### config.mk
export PLATFORM = sky130hd
export DESIGN_NAME = md6_hash_tx_flat
export DESIGN_NICKNAME = d
export VERILOG_FILES = /design/src/rtl/md6_pkg.sv /design/src/rtl/md6_hash_tx_if.sv /design/src/rtl/uart_tx_byte.sv /design/src/rtl/md6_hash_tx.sv /design/src/flat_wrapper.sv
export SDC_FILE = /design/constraint.sdc
export NUM_CORES = 1
export LEC_CHECK = 0
export CELL_PAD_IN_SITES_DETAIL_PLACEMENT = 2
export CELL_PAD_IN_SITES_GLOBAL_PLACEMENT = 2
export CORE_MARGIN = 4
export CORE_UTILIZATION = 30
export DETAILED_ROUTE_END_ITERATION = 8
export PLACE_DENSITY = 0.71
export SYNTH_ARGS = -nofsm -noshare
export SYNTH_HDL_FRONTEND = slang
export SYNTH_HIERARCHICAL = 1
export SYNTH_SLANG_ARGS = --single-unit
### constraint.sdc
create_clock -name clk -period 8.3 [get_ports clk]
set_input_delay 2.49 -clock clk [delete_from_list [all_inputs] [get_ports clk]]
set_output_delay 2.49 -clock clk [all_outputs]
set_load 0.005 [all_outputs]
### src/rtl/md6_pkg.sv
// Shared types and constants for the MD6 digest UART return path.
package md6_pkg;
  localparam int MAX_D                = 512;
  localparam int DEFAULT_CLKS_PER_BIT = 10416;
  localparam int BYTE_IDX_W           = $clog2(MAX_D / 8);

  typedef enum logic [2:0] {IDLE, START, DATA, STOP, DONE} tx_state_t;

  // Byte sequencer phases in the top level; the serializer owns START/DATA/STOP.
  typedef enum logic [1:0] {SEQ_IDLE, SEQ_SEND, SEQ_DONE} seq_state_t;
endpackage

### src/rtl/md6_hash_tx_if.sv
// Signals between the MD6 core / push button and the digest transmitter.
interface md6_hash_tx_if;
  import md6_pkg::*;

  logic             button_tx;
  logic             hash_valid;
  logic [MAX_D-1:0] hash;
  logic [9:0]       d;
  logic             TxD;
  logic             busy;
  logic             done_tx;

  // Handshakes: a transmit request is a synchronized rising edge of button_tx
  // seen while idle with hash_valid high; it is taken on that clock edge or
  // dropped. Internally, a byte moves to the serializer on the edge where
  // load and ready are both high; load is held until that edge.
  modport master (output button_tx, hash_valid, hash, d,
                  input  TxD, busy, done_tx);
  modport slave  (input  button_tx, hash_valid, hash, d,
                  output TxD, busy, done_tx);
endinterface

### src/rtl/uart_tx_byte.sv
// Single-byte 8N1 serializer with load/ready handshake; chains bytes with no gap.
module uart_tx_byte
  import md6_pkg::*;
#(
  parameter int CLKS_PER_BIT = DEFAULT_CLKS_PER_BIT
) (
  input  logic      clk,
  input  logic      reset,
  input  logic      load,
  input  logic [7:0] tx_byte,
  output logic      ready,
  output logic      txd,
  output logic      busy,
  output tx_state_t state
);
  localparam int BAUD_W = (CLKS_PER_BIT > 1) ? $clog2(CLKS_PER_BIT) : 1;
  localparam logic [BAUD_W-1:0] BAUD_LAST = BAUD_W'(CLKS_PER_BIT - 1);

  tx_state_t          state_q, state_d;
  logic [BAUD_W-1:0]  baud_q, baud_d;
  logic [2:0]         bit_q, bit_d;
  logic [7:0]         shreg_q, shreg_d;
  logic               tick;
  logic               txd_d, busy_d;

  always_ff @(posedge clk or negedge reset) begin
    if (!reset) begin
      state_q <= IDLE;
      baud_q  <= '0;
      bit_q   <= '0;
      shreg_q <= '0;
      txd     <= 1'b1;
      busy    <= 1'b0;
    end else begin
      state_q <= state_d;
      baud_q  <= baud_d;
      bit_q   <= bit_d;
      shreg_q <= shreg_d;
      txd     <= txd_d;
      busy    <= busy_d;
    end
  end

  always_comb begin
    state_d = state_q;
    baud_d  = baud_q;
    bit_d   = bit_q;
    shreg_d = shreg_q;
    ready   = 1'b0;
    tick    = (baud_q == BAUD_LAST);
    if (state_q != IDLE) baud_d = tick ? '0 : baud_q + BAUD_W'(1);
    case (state_q)
      IDLE: begin
        ready = 1'b1;
        if (load) begin
          state_d = START;
          shreg_d = tx_byte;
          baud_d  = '0;
        end
      end
      START: if (tick) begin
        state_d = DATA;
        bit_d   = '0;
      end
      DATA: if (tick) begin
        shreg_d = {1'b0, shreg_q[7:1]};
        if (bit_q == 3'd7) begin
          state_d = STOP;
          bit_d   = '0;
        end else begin
          bit_d = bit_q + 3'd1;
        end
      end
      STOP: if (tick) begin
        // Accepting the next byte here makes consecutive frames gapless.
        ready = 1'b1;
        if (load) begin
          state_d = START;
          shreg_d = tx_byte;
        end else begin
          state_d = IDLE;
        end
      end
      default: state_d = IDLE;
    endcase
    // Line and busy are registered from the next state so they align with it.
    case (state_d)
      START:   txd_d = 1'b0;
      DATA:    txd_d = shreg_d[0];
      default: txd_d = 1'b1;
    endcase
    busy_d = (state_d == START) || (state_d == DATA) || (state_d == STOP);
  end

  assign state = state_q;
endmodule

### src/rtl/md6_hash_tx.sv
// Returns the MD6 digest over TxD: button sync, digest latch, MSB-first byte sequencing.
module md6_hash_tx
  import md6_pkg::*;
#(
  parameter int CLKS_PER_BIT = DEFAULT_CLKS_PER_BIT
) (
  input  logic          clk,
  input  logic          reset,
  md6_hash_tx_if.slave  bus,
  output tx_state_t     state_dbg
);
  localparam logic [9:0] MAX_D_L = 10'(MAX_D);

  logic                  s1, s2, s3, rise, accept;
  seq_state_t            seq_q, seq_d;
  logic [MAX_D-1:0]      store_q, hash_mask;
  logic [BYTE_IDX_W-1:0] byte_idx_q, first_idx;
  logic                  pending_q, done_q;
  logic [9:0]            dc;
  logic                  load, ready;
  logic [7:0]            tx_byte;
  tx_state_t             ser_state;

  always_ff @(posedge clk or negedge reset) begin
    if (!reset) begin
      s1 <= 1'b0;
      s2 <= 1'b0;
      s3 <= 1'b0;
    end else begin
      s1 <= bus.button_tx;
      s2 <= s1;
      s3 <= s2;
    end
  end

  assign rise = s2 & ~s3;

  // Digest bits at or above dc are cleared so the leading byte pads with zeros.
  always_comb begin
    dc        = (bus.d > MAX_D_L) ? MAX_D_L : bus.d;
    first_idx = BYTE_IDX_W'((dc - 10'd1) >> 3);
    for (int j = 0; j < MAX_D; j++) hash_mask[j] = (j < int'(dc));
  end

  always_comb begin
    seq_d  = seq_q;
    load   = 1'b0;
    accept = 1'b0;
    case (seq_q)
      SEQ_IDLE: if (rise && bus.hash_valid && (bus.d != '0)) begin
        accept = 1'b1;
        seq_d  = SEQ_SEND;
      end
      SEQ_SEND: begin
        load = pending_q;
        if (!pending_q && ready) seq_d = SEQ_DONE;
      end
      SEQ_DONE: seq_d = SEQ_IDLE;
      default:  seq_d = SEQ_IDLE;
    endcase
  end

  always_ff @(posedge clk or negedge reset) begin
    if (!reset) begin
      seq_q      <= SEQ_IDLE;
      store_q    <= '0;
      byte_idx_q <= '0;
      pending_q  <= 1'b0;
      done_q     <= 1'b0;
    end else begin
      seq_q  <= seq_d;
      done_q <= (seq_d == SEQ_DONE);
      if (accept) begin
        store_q    <= bus.hash & hash_mask;
        byte_idx_q <= first_idx;
        pending_q  <= 1'b1;
      end else if (load && ready) begin
        if (byte_idx_q == '0) pending_q <= 1'b0;
        else                  byte_idx_q <= byte_idx_q - 1'b1;
      end
    end
  end

  assign tx_byte = store_q[{byte_idx_q, 3'b000} +: 8];

  uart_tx_byte #(.CLKS_PER_BIT(CLKS_PER_BIT)) u_ser (
    .clk     (clk),
    .reset   (reset),
    .load    (load),
    .tx_byte (tx_byte),
    .ready   (ready),
    .txd     (bus.TxD),
    .busy    (bus.busy),
    .state   (ser_state)
  );

  assign bus.done_tx = done_q;
  assign state_dbg   = (seq_q == SEQ_DONE) ? DONE : ser_state;
endmodule
### src/flat_wrapper.sv
// flat-port wrapper written by rule: the top's interface ports become plain ports
module md6_hash_tx_flat import md6_pkg::*;
#(
  parameter int CLKS_PER_BIT = DEFAULT_CLKS_PER_BIT
)
  (clk, reset, state_dbg, bus_button_tx, bus_hash_valid, bus_hash, bus_d, bus_TxD, bus_busy, bus_done_tx);
  md6_hash_tx_if bus_i ();
  input  logic clk;
  input  logic reset;
  output tx_state_t state_dbg;
  input wire logic [$bits(bus_i.button_tx)-1:0] bus_button_tx;
  input wire logic [$bits(bus_i.hash_valid)-1:0] bus_hash_valid;
  input wire logic [$bits(bus_i.hash)-1:0] bus_hash;
  input wire logic [$bits(bus_i.d)-1:0] bus_d;
  output wire logic [$bits(bus_i.TxD)-1:0] bus_TxD;
  output wire logic [$bits(bus_i.busy)-1:0] bus_busy;
  output wire logic [$bits(bus_i.done_tx)-1:0] bus_done_tx;
  assign bus_i.button_tx = bus_button_tx;
  assign bus_i.hash_valid = bus_hash_valid;
  assign bus_i.hash = bus_hash;
  assign bus_i.d = bus_d;
  assign bus_TxD = bus_i.TxD;
  assign bus_busy = bus_i.busy;
  assign bus_done_tx = bus_i.done_tx;
  md6_hash_tx #(.CLKS_PER_BIT(CLKS_PER_BIT)) u_core (.clk(clk), .reset(reset), .bus(bus_i), .state_dbg(state_dbg));
endmodule
---- Word-level counts from Yosys, hierarchy flattened ----
Cells that the tools add are included.
word-level totals
  input port bits ......................... 526
  output and inout bits ................... 6
  register bits after elaboration ......... 555
operators by class
  reduce and logical (&&, ||, !) cells .... 20
  add/subtract/negate cells ............... 4
  equality and inequality tests ........... 15
  multiplexer cells ....................... 36
  $lt $le $gt $ge ......................... 513
  shift-type cells ........................ 1
  bitwise gates (word level) .............. 3
operators with widths
  cell                     number
  $lt A9 B10 Y1 const A    256
  $lt A8 B10 Y1 const A    128
  $lt A7 B10 Y1 const A    64
  $and A512 B512 Y512      1
  $shiftx A512 B10 Y8      1
  $lt A6 B10 Y1 const A    32
  $lt A5 B10 Y1 const A    16
  $lt A4 B10 Y1 const A    8
  $mux W14                 4
  $lt A3 B10 Y1 const A    4
  $mux W3                  9
  $mux W8                  3
  $pmux W8 S3              1
  $lt A1 B10 Y1 const A    2
  $lt A2 B10 Y1 const A    2
  $mux W6                  3
  $add A14 B1 Y14 const B  1
  $eq A14 B14 Y1 const B   1
  $eq A3 B2 Y1 const B     4
  $pmux W3 S4              1
  $gt A10 B10 Y1 const B   1
  $mux W10                 1
  $reduce_bool A10 Y1      1
  $sub A9 B1 Y9 const B    1
  25 further kinds         47

---- Depth between registers and ports, before layout ----
Gate-level depths: netlist of the first run.
  word-level depth ........................ 8
  depth in mapped cells ................... 15
  mapped depth without buffers ............ 10

---- Cells and area by module ----
The synthesis of the first run kept the hierarchy.
by module, submodules not included
  module        area an instance (um^2)  cells an instance  instances  sequential area each (um^2)
  md6_hash_tx   27178.6                  2488               1          13137.6
  uart_tx_byte  1699.1                   168                1          752.0

---- Least setup slack after synthesis of the first run ----
OpenSTA, ideal clock, no wires.
  kind .................................... input-to-reg
  start ................................... in bus_d[1]
  end ..................................... reg u_core.seq_q[0]
  data required time ...................... 8.170 ns
  setup slack ............................. 4.017 ns
  stages .................................. 7
  path buffers ............................ 4
  data arrival time ....................... 4.153 ns
  cell sequence ........................... clkbuf_1 -> or4_4 -> o311ai_4 -> buf_6 -> buf_4 -> buf_2 -> o21ai_0
between the ends
  word-level cells in the longest chain between the ends .. 4
RTL lines
  item                    line                RTL
  start: declaration      flat_wrapper.sv:14  input wire logic [$bits(bus_i.d)-1:0] bus_d;
  $reduce_bool A10 Y1     md6_hash_tx.sv:50   SEQ_IDLE: if (rise && bus.hash_valid && (bus.d != '0)) begin
  $logic_and A1 B1 Y1     md6_hash_tx.sv:50
  $mux W2                 md6_hash_tx.sv:50
  $pmux W2 S2             md6_hash_tx.sv:49   case (seq_q)
  via u_core.seq_d[0]     md6_hash_tx.sv:15   seq_state_t seq_q, seq_d;
  end signal: assignment  md6_hash_tx.sv:71   seq_q <= seq_d;
  end: declaration        md6_hash_tx.sv:15
The timed path passes the listed nets, and every way through them passes these cells.
A chain may end at the register's enable or synchronous reset.

---- Worst setup path in the final report of the first run ----
  start ................................... in bus_d[7]
  end ..................................... reg u_core.store_q[287]
between the ends
  word-level cells in the longest chain between the ends .. 4
RTL lines
  item                                                          line                                  RTL
  $gt A10 B10 Y1 / $reduce_bool A10 Y1 (equally long branches)  md6_hash_tx.sv:40, md6_hash_tx.sv:50
  $mux W10 / $logic_and A1 B1 Y1 (equally long branches)        md6_hash_tx.sv:40, md6_hash_tx.sv:50
  $lt A9 B10 Y1 / $mux W1 (equally long branches)               md6_hash_tx.sv:42, md6_hash_tx.sv:50
  $and A512 B512 Y512 / $mux W1 (equally long branches)         md6_hash_tx.sv:74, md6_hash_tx.sv:49
  end signal: assignment                                        md6_hash_tx.sv:74                     store_q <= bus.hash & hash_mask;
  end: declaration                                              md6_hash_tx.sv:16                     logic [MAX_D-1:0] store_q, hash_mask;
Parallel ways exist; a longest one is shown, timed or not.

==> impl_metrics.toml, run 1 <==
[floorplanning]
start_util = 0.3030
core_area_um2 = 95290
core.rowCount = 113
dieArea_um2 = 101300
dieWidth_um = 318.3
io_pins = 532
fp.dieH_um = 318.3

[power_and_ir_drop]
ir_worst_vdd_mv = 0.1841
p_leak_nw = 15.17
power_density_nw_per_um2 = 321.5

[route]
final_antenna_net_count = 0
drt_first_pass_iters = 6
wirelength_mm = 164.9
vias = 27960
wl_per_cell_um = 37.56
drcViolationCount = 0
drt_iter0_markers = 3053
viasPerCell = 6.370

[hold_path]
hold_start = "u_core/s1"
min_path_type = "flip-flop to flip-flop"

[clock_tree]
clkLatencyLatePin_ps = 650
cts_setup_buffers = 0
cts.path.max_buffers = 3
cts_resized = 0
cts_tree = "built"
cts_buffers = 70
cts.htree.levels = 3
clkTransAtPathRegs_ps = 60
cts_root_buf = "clkbuf_16"
cts_hold_buf = 0
clkSinkCount = 555

[yosys]
synth_edf_count = 0
synthArstFlopShare = 1.000
syn_area_per_cell_um2 = 10.87
synth_cells = 2656
synth_top_area_share = 0.4801
synth.top_cells.by_area = "dfrtp_1, a32o_1, mux4_2"
ys.flop_type = "dfrtp_1"
netlist.top_cell.by_area = "dfrtp_1"
synth-seq-cells = 555
seq_area_frac_synth = 0.4810
syn-num-nets = 3186
syn-cell-area_um2 = 28880
synth_cell_types = 71
yosysWarnings = 6

[sta]
worstMarginPinSlew_ps = 1527
setup_ws_ps = 2305
finalCritPeriodShare = 0.7223
setup_violations = 0
rsz0062_at_grt = "false"
relSlewSlack = -0.01800
maxSlewViolCount = 7
fin_skew_ps = 27.66
setup_tns_ps = 0
fmax_ghz = 0.1668
finalHoldViolCount = 0
fin_crit_ps = 5995

[final_layout]
fin_area_um2 = 37650
final_nets = 3591
nFillCells = 9915
drive_gt1_frac = 0.1112
syn2layout_area_growth_pct = 30.38

[critical_path]
cp_max_fo = 114
path_class = "input pin to flip-flop"
setup.worst_path.start = "bus_d[7]"
critPathMaxStageDelay_ps = 1030
crit_required_ps = 8770
timing.rr.start = "u_core/byte_idx_q[1]"
critPathLaunchType = "input pin"
critPathTopFamily = "buffers and inverters"
critPathSlowestCell = "or4_1"
path_cells = "clkdlybuf4s50_1 > or4_1 > o311ai_4 > buf_4 > buf_4 > o21ai_0"
crit_buf_inv = 3
crit_path_end_kind = "flip-flop"
arrival_ps = 6460
path_common_cell = "buf_4"

[placed_design]
io_buffers = 531
routabilityCongestion = 0.8988
dpl_worst_slack_ps = 1736
placed_area_um2 = 35280
detailed_place_hpwl_mm = 118.4

[global_routing]
grt_max_degree = 169
grt_first_pass_wirelength_mm = 230.7
grtUsageTotal = 0.3125
globalRouteOverflowTotal = 0
antenna_found_initial = 23
grt_pass1_vias = 30350

[run_status]
status = "finished with violations"
violations = "capacitance limit, slew limit"

[flow_run]
maxCapViolCount = 1
where the power goes:
part	internal (W)	switching (W)
Clock	0.00183	0.00132
Sequential	0.00378	0.000872
Combinational	0.00202	0.00229
Total	0.00763	0.00448
routing by layer:
metal | vias to the layer above | part of all wire | global-route usage
met3 | 366 | 0.075 | 0.06660
met4 | 16 | 0.055 | 0.1581
met2 | 1459 | 0.48 | 0.5133
met5 | - | 0.00057 | 0
li1 | 11190 | - | -
met1 | 14930 | 0.39 | 0.3895
per-stage QoR:
step	hold slack, ps	power (W)	std cells	utilization
after global routing	366.3	0.01253	4378	0.3948
after floorplan	331.2	0.006945	2656	-
after detailed placement	346.5	0.008876	4254	0.3702
final	358.4	0.01211	4389	0.3951
after CTS	359.5	0.01206	4377	0.3948
after global placement	342.4	0.008635	4254	0.3702
cell usage after synthesis (7+ instances only):
master and number:
nand2_1 277, a32o_1 340, a211oi_1 10, buf_2 76, a22o_1 116, nand4_1 7, a21oi_1 136, mux4_2 94
mux2_2 19, or3_1 8, and2_1 11, a22oi_1 12, clkbuf_1 141, nor2_1 95, xor2_1 9, o21ai_0 130
nand2b_1 13, nor2b_1 18, nor3_1 20, dfrtp_1 554, inv_1 10, mux2i_1 87, buf_4 32, and3_1 7
buf_1 11, nand3_1 264, a31oi_1 14, nor3b_1 9, o221ai_1 11, o211ai_1 8, o2111ai_1 16
cell type report:
cell class,instances,area [um^2],area share
Multi-Input combinational cell,1823,13850,0.3678
Tap cell,1265,1583,0.04204
Sequential cell,555,13900,0.3691
Timing Repair Buffer,600,5908,0.1569
Antenna cell,12,30.03,0.0007976
Clock buffer,101,2008,0.05334
Clock inverter,22,335.3,0.008906
Inverter,11,41.29,0.001097
kinds of logic after synthesis:
family,Yosys count,share of synthesized area
compound gates,833,0.2300
xor+xnor,15,0.004550
fa+ha+maj,4,0.001733
buf+inv,278,0.04567
flops,555,0.4810
mux,200,0.1109
other cells,1,0.0001299
simple gates,770,0.1260
flip-flops by register name, summed over array words and instances (netlist names):
| register | cells |
|---|---|
| u_core/byte_idx_q | 6 |
| u_core/pending_q | 1 |
| u_core/u_ser/txd | 1 |
| u_core/s3 | 1 |
| u_core/store_q | 512 |
| u_core/s1 | 1 |
| u_core/u_ser/baud_q | 14 |
| u_core/seq_q | 2 |
| u_core/u_ser/busy | 1 |
| u_core/s2 | 1 |
| u_core/u_ser/shreg_q | 8 |
| u_core/bus.done_tx | 1 |
| u_core/u_ser/bit_q | 3 |
| u_core/u_ser/state | 3 |
worst paths after layout:
kind | slack, ps | depth (start not counted) | end
min in group asynchronous | 1980 | 1 | u_core/u_ser/busy
hold reg to reg | 360 | 0 | u_core/s2
max in group asynchronous | 4590 | 2 | u_core/u_ser/shreg_q[0]
setup reg to reg | 3780 | 9 | u_core/u_ser/shreg_q[1]
hold / removal | 360 | 0 | u_core/s2
setup / recovery | 2300 | 6 | u_core/store_q[287]
placed cells by master, fill, tap and decap left out, drive strengths merged, types with 16 or more instances in the layout:
master	instances
a21oi	137
a22o	116
a32o	340
buf	71
clkbuf	101
clkdlybuf4s50	529
clkinv	17
dfrtp	554
mux2	19
mux2i	87
mux4	94
nand2	277
nand3	264
nor2	95
nor2b	18
nor3	20
o2111ai	16
o21ai	134
Power figures use the tool's default switching activity.
==> run 2, diff against run 1 <==
PLACE_DENSITY = 0.74   (was 0.71)
clock period = 5.3 ns   (was 8.3 ns; I/O delays follow)
==> impl_metrics.toml, run 2 (synthesized netlist as in run 1, its figures left out) <==
[hold_path]
whs_path_depth = 0
min_path_type = "flip-flop to flip-flop"

[sta]
fmax_ghz = 0.2393
fin_crit_ps = 4179
maxSlewViolCount = 0
finalHoldViolCount = 0
setup_tns_ps = 0
setup_ws_ps = 1121
rsz0062_at_grt = "false"
relSlewSlack = 0.2980
setup_violations = 0
hold_ws_ps = 365.7
finalCritPeriodShare = 0.7885
worstMarginPinSlew_ps = 1044
fin_skew_ps = 29.05

[final_layout]
layout_common_cells = "dfrtp_1, clkdlybuf4s50_1, a32o_1"
final_common_cell = "dfrtp_1"
drive_gt1_frac = 0.1307
final_nets = 3669
regMostFlops = "u_core/store_q"
seqCellArea_um2 = 13900
multi_input_area_um2 = 13790
top_regs = "u_core/store_q (512), u_core/u_ser/baud_q (14), u_core/u_ser/shreg_q (8)"
syn2layout_area_growth_pct = 32.21
largest_register_ffs = 512
nFillCells = 9913

[global_routing]
grt_first_pass_wirelength_mm = 234.7
globalRouteOverflowTotal = 0
grtUsageTotal = 0.3173
grt_max_degree = 126
antenna_found_initial = 17
grt_pass1_vias = 31060

[critical_path]
cp_max_fo = 36
timing.rr.start = "u_core/byte_idx_q[0]"
r2r_cells = 8
arrival_ps = 4680
ff2ff_setup_slack_ps = 1120
critPathMaxStageDelay_ps = 1050
critPathSlowestCell = "dfrtp_4"
crit_path_end_kind = "flip-flop"
endpoint = "u_core/u_ser/shreg_q[2]"
path_class = "flip-flop to flip-flop"
path_cells = "buf_4 > mux4_2 > mux2i_1 > o221ai_1 > o31ai_1 > o21ai_0 > nor3b_1 > a221o_1"
critPathLaunchType = "flip-flop"
crit_required_ps = 5800
setup.worst_path.start = "u_core/byte_idx_q[0]"
timing.rr.end = "u_core/u_ser/shreg_q[2]"

[clock_tree]
cts_root_buf = "clkbuf_16"
clkTransAtPathRegs_ps = 70
clkSinkCount = 555
cts_setup_buffers = 0
cts.path.max_buffers = 3
cts_hold_buf = 0
cts_tree = "built"
cts.htree.levels = 3
clkLatencyLatePin_ps = 640
cts_buffers = 68
cts_resized = 0

[floorplanning]
start_util = 0.3030
core.rowCount = 113
io_pins = 532
dieWidth_um = 318.3
dieArea_um2 = 101300
fp.dieH_um = 318.3
core_area_um2 = 95290

[route]
vias = 28610
final_antenna_net_count = 0
drt_iter0_markers = 3319
viasPerCell = 6.408
wirelength_mm = 166.8
wl_per_cell_um = 37.35
drt_first_pass_iters = 6
drcViolationCount = 0

[placed_design]
detailed_place_hpwl_mm = 123.4
routabilityCongestion = 0.9225
dpl_worst_slack_ps = 696.7
io_buffers = 531

[flow_run]
maxCapViolCount = 0

[power_and_ir_drop]
power_density_nw_per_um2 = 494.2
p_leak_nw = 15.54
ir_worst_vdd_mv = 0.2570

[run_status]
status = "finished clean"
[run 2: cell types whose count changed in the layout (fill, tap and decap cells not counted), sizes merged]
cell and delta:
clkbuf +3, clkinvlp +1, buf +80, diode -3, clkinv -3, inv +2
bufinv -4
[run 2: worst min-delay path by stage]
stage	startpoint	to	slack [ps]
2_1_floorplan	u_core/s1	u_core/s2	330
3_3_place_gp	u_core/s1	u_core/s2	350
3_5_place_dp	u_core/s1	u_core/s2	350
4_1_cts	u_core/s1	u_core/s2	360
5_1_grt	u_core/s1	u_core/s2	370
6_report	u_core/s1	u_core/s2	370
[run 2: final cells by class]
type	count	area share
multi-input cells	1823	0.3612
clock inverters	18	0.004523
diodes	9	0.0005899
inverters	11	0.001081
clock buffers	104	0.05339
repair buffers	680	0.1738
flip-flops and latches	555	0.3640
well taps	1265	0.04146
[run 2: metal layers]
layer / share of wire / track usage / vias to the layer above
li1: - / - / 11330
met2: 0.47 / 0.5223 / 1644
met3: 0.076 / 0.06018 / 442
met5: 0.00042 / 0 / -
met4: 0.065 / 0.1779 / 12
met1: 0.39 / 0.3923 / 15180
[run 2: report_power, final]
group          total, W  internal, W  switching [W]
Clock           0.00472      0.00268        0.00204
Combinational   0.00682      0.00325        0.00357
Sequential      0.00733      0.00591        0.00142
Total            0.0189       0.0118        0.00703
[run 2: critical path: cells and delay by family, from the launching register on]
kind	cells	cell delay, ps
muxes	2	1200
AOI/OAI and AO/OA	4	1000
DFF	1	1050
buffers and inverters	1	570
and+or+nand+nor	1	180
[run 2: stage by stage]
stage,utilization,total power [W],cells,area (um^2)
2_1_floorplan,-,0.01088,2656,28880
3_3_place_gp,0.3772,0.01356,4334,35950
3_5_place_dp,0.3772,0.01396,4334,35950
4_1_cts,0.4004,0.01877,4456,38160
5_1_grt,0.4005,0.01950,4461,38170
6_report,0.4006,0.01887,4465,38180
==> run 3, diff against run 2 <==
clock period = 3.8 ns   (was 5.3 ns; I/O delays follow)
==> impl_metrics.toml, run 3 (synthesized netlist as in run 1, its figures left out) <==
[final_layout]
final_nets = 3798
top_regs = "u_core/store_q (512), u_core/u_ser/baud_q (14), u_core/u_ser/shreg_q (8)"
fin_area_um2 = 39660
final_common_cell = "dfrtp_1"
layout_common_cells = "dfrtp_1, clkdlybuf4s50_1, a32o_1"
largest_register_ffs = 512
drive_gt1_frac = 0.1665
regMostFlops = "u_core/store_q"
syn2layout_area_growth_pct = 37.34
final_cells = 4594

[global_routing]
grtUsageTotal = 0.3250
grt_max_degree = 113
gr-usage-met3 = 0.06374
grt_pass1_vias = 32050
grt_first_pass_wirelength_mm = 240.7
met2_usage = 0.5354
busiest_layer = "met2"
antenna_found_initial = 9
globalRouteOverflowTotal = 0
use_met1 = 0.3996

[sta]
rsz0062_at_grt = "false"
finalHoldViolCount = 0
hold_ws_ps = 365.8
setup_tns_ps = 0
setup_ws_ps = 16.50
fin_skew_ps = 27.14
finalCritPeriodShare = 0.9957
setup_violations = 0
relSlewSlack = 0.3702
maxSlewViolCount = 0
worstMarginPinSlew_ps = 937.5
fmax_ghz = 0.2643
fin_crit_ps = 3784

[clock_tree]
cts_hold_buf = 0
cts_resized = 0
cts.htree.levels = 3
clkLatencyLatePin_ps = 640
clkSinkCount = 555
cts_root_buf = "clkbuf_16"
cts_tree = "built"
cts.path.max_buffers = 3
cts_buffers = 69
clkTransAtPathRegs_ps = 60

[power_and_ir_drop]
ir_worst_vdd_mv = 0.3418
p_leak_nw = 16.37
swShare = 0.3669
clockPowerShare = 0.254
power.internal_w = 0.01723
power_density_nw_per_um2 = 686.2
power.switching_w = 0.009985
p_comb_frac = 0.377
pwr-share-seq = 0.369

[critical_path]
timing.rr.end = "u_core/u_ser/txd"
path_cells = "buf_4 > mux4_2 > mux2i_1 > buf_4 > o211ai_1 > a22o_1 > mux2_2 > a21oi_1 > and4_2 > o22ai_1 > mux2_2"
critPathLaunchType = "flip-flop"
crit_path_end_kind = "flip-flop"
timing.rr.start = "u_core/byte_idx_q[1]"
critPathTopFamily = "multiplexers"
crit_required_ps = 4330
ff2ff_setup_slack_ps = 20
critPathSlowestCell = "dfrtp_2"
critPathMaxStageDelay_ps = 780
arrival_ps = 4310
r2r_cells = 11
cp_max_fo = 15
path_class = "flip-flop to flip-flop"
crit_buf_inv = 2

[route]
drt_first_pass_iters = 6
wirelength_mm = 170.7
drcViolationCount = 0
drt_iter0_markers = 3368
wl_per_cell_um = 37.17
viasPerCell = 6.333
final_antenna_net_count = 0
vias = 29100

[hold_path]
hold_start = "u_core/s1"
whs_path_depth = 0
min_path_type = "flip-flop to flip-flop"
hold_path_end = "u_core/s2"

[floorplanning]
start_util = 0.3030
fp.dieH_um = 318.3
dieArea_um2 = 101300
io_pins = 532
dieWidth_um = 318.3
core.rowCount = 113
core_area_um2 = 95290

[placed_design]
routabilityCongestion = 0.9318
io_buffers = 531
place_inst = 4460
detailed_place_hpwl_mm = 127.5
placed_area_um2 = 37280
dpl_worst_slack_ps = -23.26

[run_status]
status = "finished clean"

[flow_run]
maxCapViolCount = 0
-- run 3: cell types whose count changed in the layout (fill, tap and decap cells not counted), sizes merged --
cell,before,now
bufinv,0,4
diode,9,8
clkbuf,104,100
inv,12,14
buf,151,279
-- run 3: layout make-up --
cell class	count	area (um^2)
Multi-Input combinational cell	1823	13790
Inverter	11	41.29
Tap cell	1265	1583
Sequential cell	555	13900
Antenna cell	8	20.02
Clock inverter	24	302.8
Timing Repair Buffer	808	7983
Clock buffer	100	2043
Fill cell	9878	55630
-- run 3: power groups by stage --
stage	Clock, W	Combinational (W)	Sequential, W
floorplan	0	0.00602	0.00914
detailed placement	0	0.00996	0.0100
global placement	0	0.00959	0.00981
CTS	0.00699	0.0101	0.00995
finish	0.00690	0.0103	0.0101
global route	0.00726	0.0107	0.0102
-- run 3: how the worst max path moves through the flow --
stage                     cells after the start  slack, ps                   end            startpoint
after floorplan                              15        770      u_core/u_ser/txd  u_core/byte_idx_q[0]
after global placement                        7         20  u_core/byte_idx_q[5]              bus_d[8]
after detailed placement                      7        -20  u_core/byte_idx_q[5]              bus_d[8]
after CTS                                    11         90      u_core/u_ser/txd  u_core/byte_idx_q[1]
after global routing                         11         70      u_core/u_ser/txd  u_core/byte_idx_q[1]
final                                        11         20      u_core/u_ser/txd  u_core/byte_idx_q[1]
-- run 3: timing repair --
item,4_1_cts,5_1_grt
setup endpoints to repair,1,0
setup buffers,2,0
endpoints found under the hold margin,0,0
-- run 3: per-stage QoR --
stage,total power (W),utilization
global placement,0.01940,0.3912
global route,0.02815,0.4161
CTS,0.02706,0.4160
floorplan,0.01517,-
detailed placement,0.01999,0.3912
finish,0.02722,0.4162
-- run 3: layer usage --
metal  vias up  wire, um
met2      1593     80880
met5         -        34
met3       464     13150
met4         6     11160
li1      11600         -
met1     15430     65520
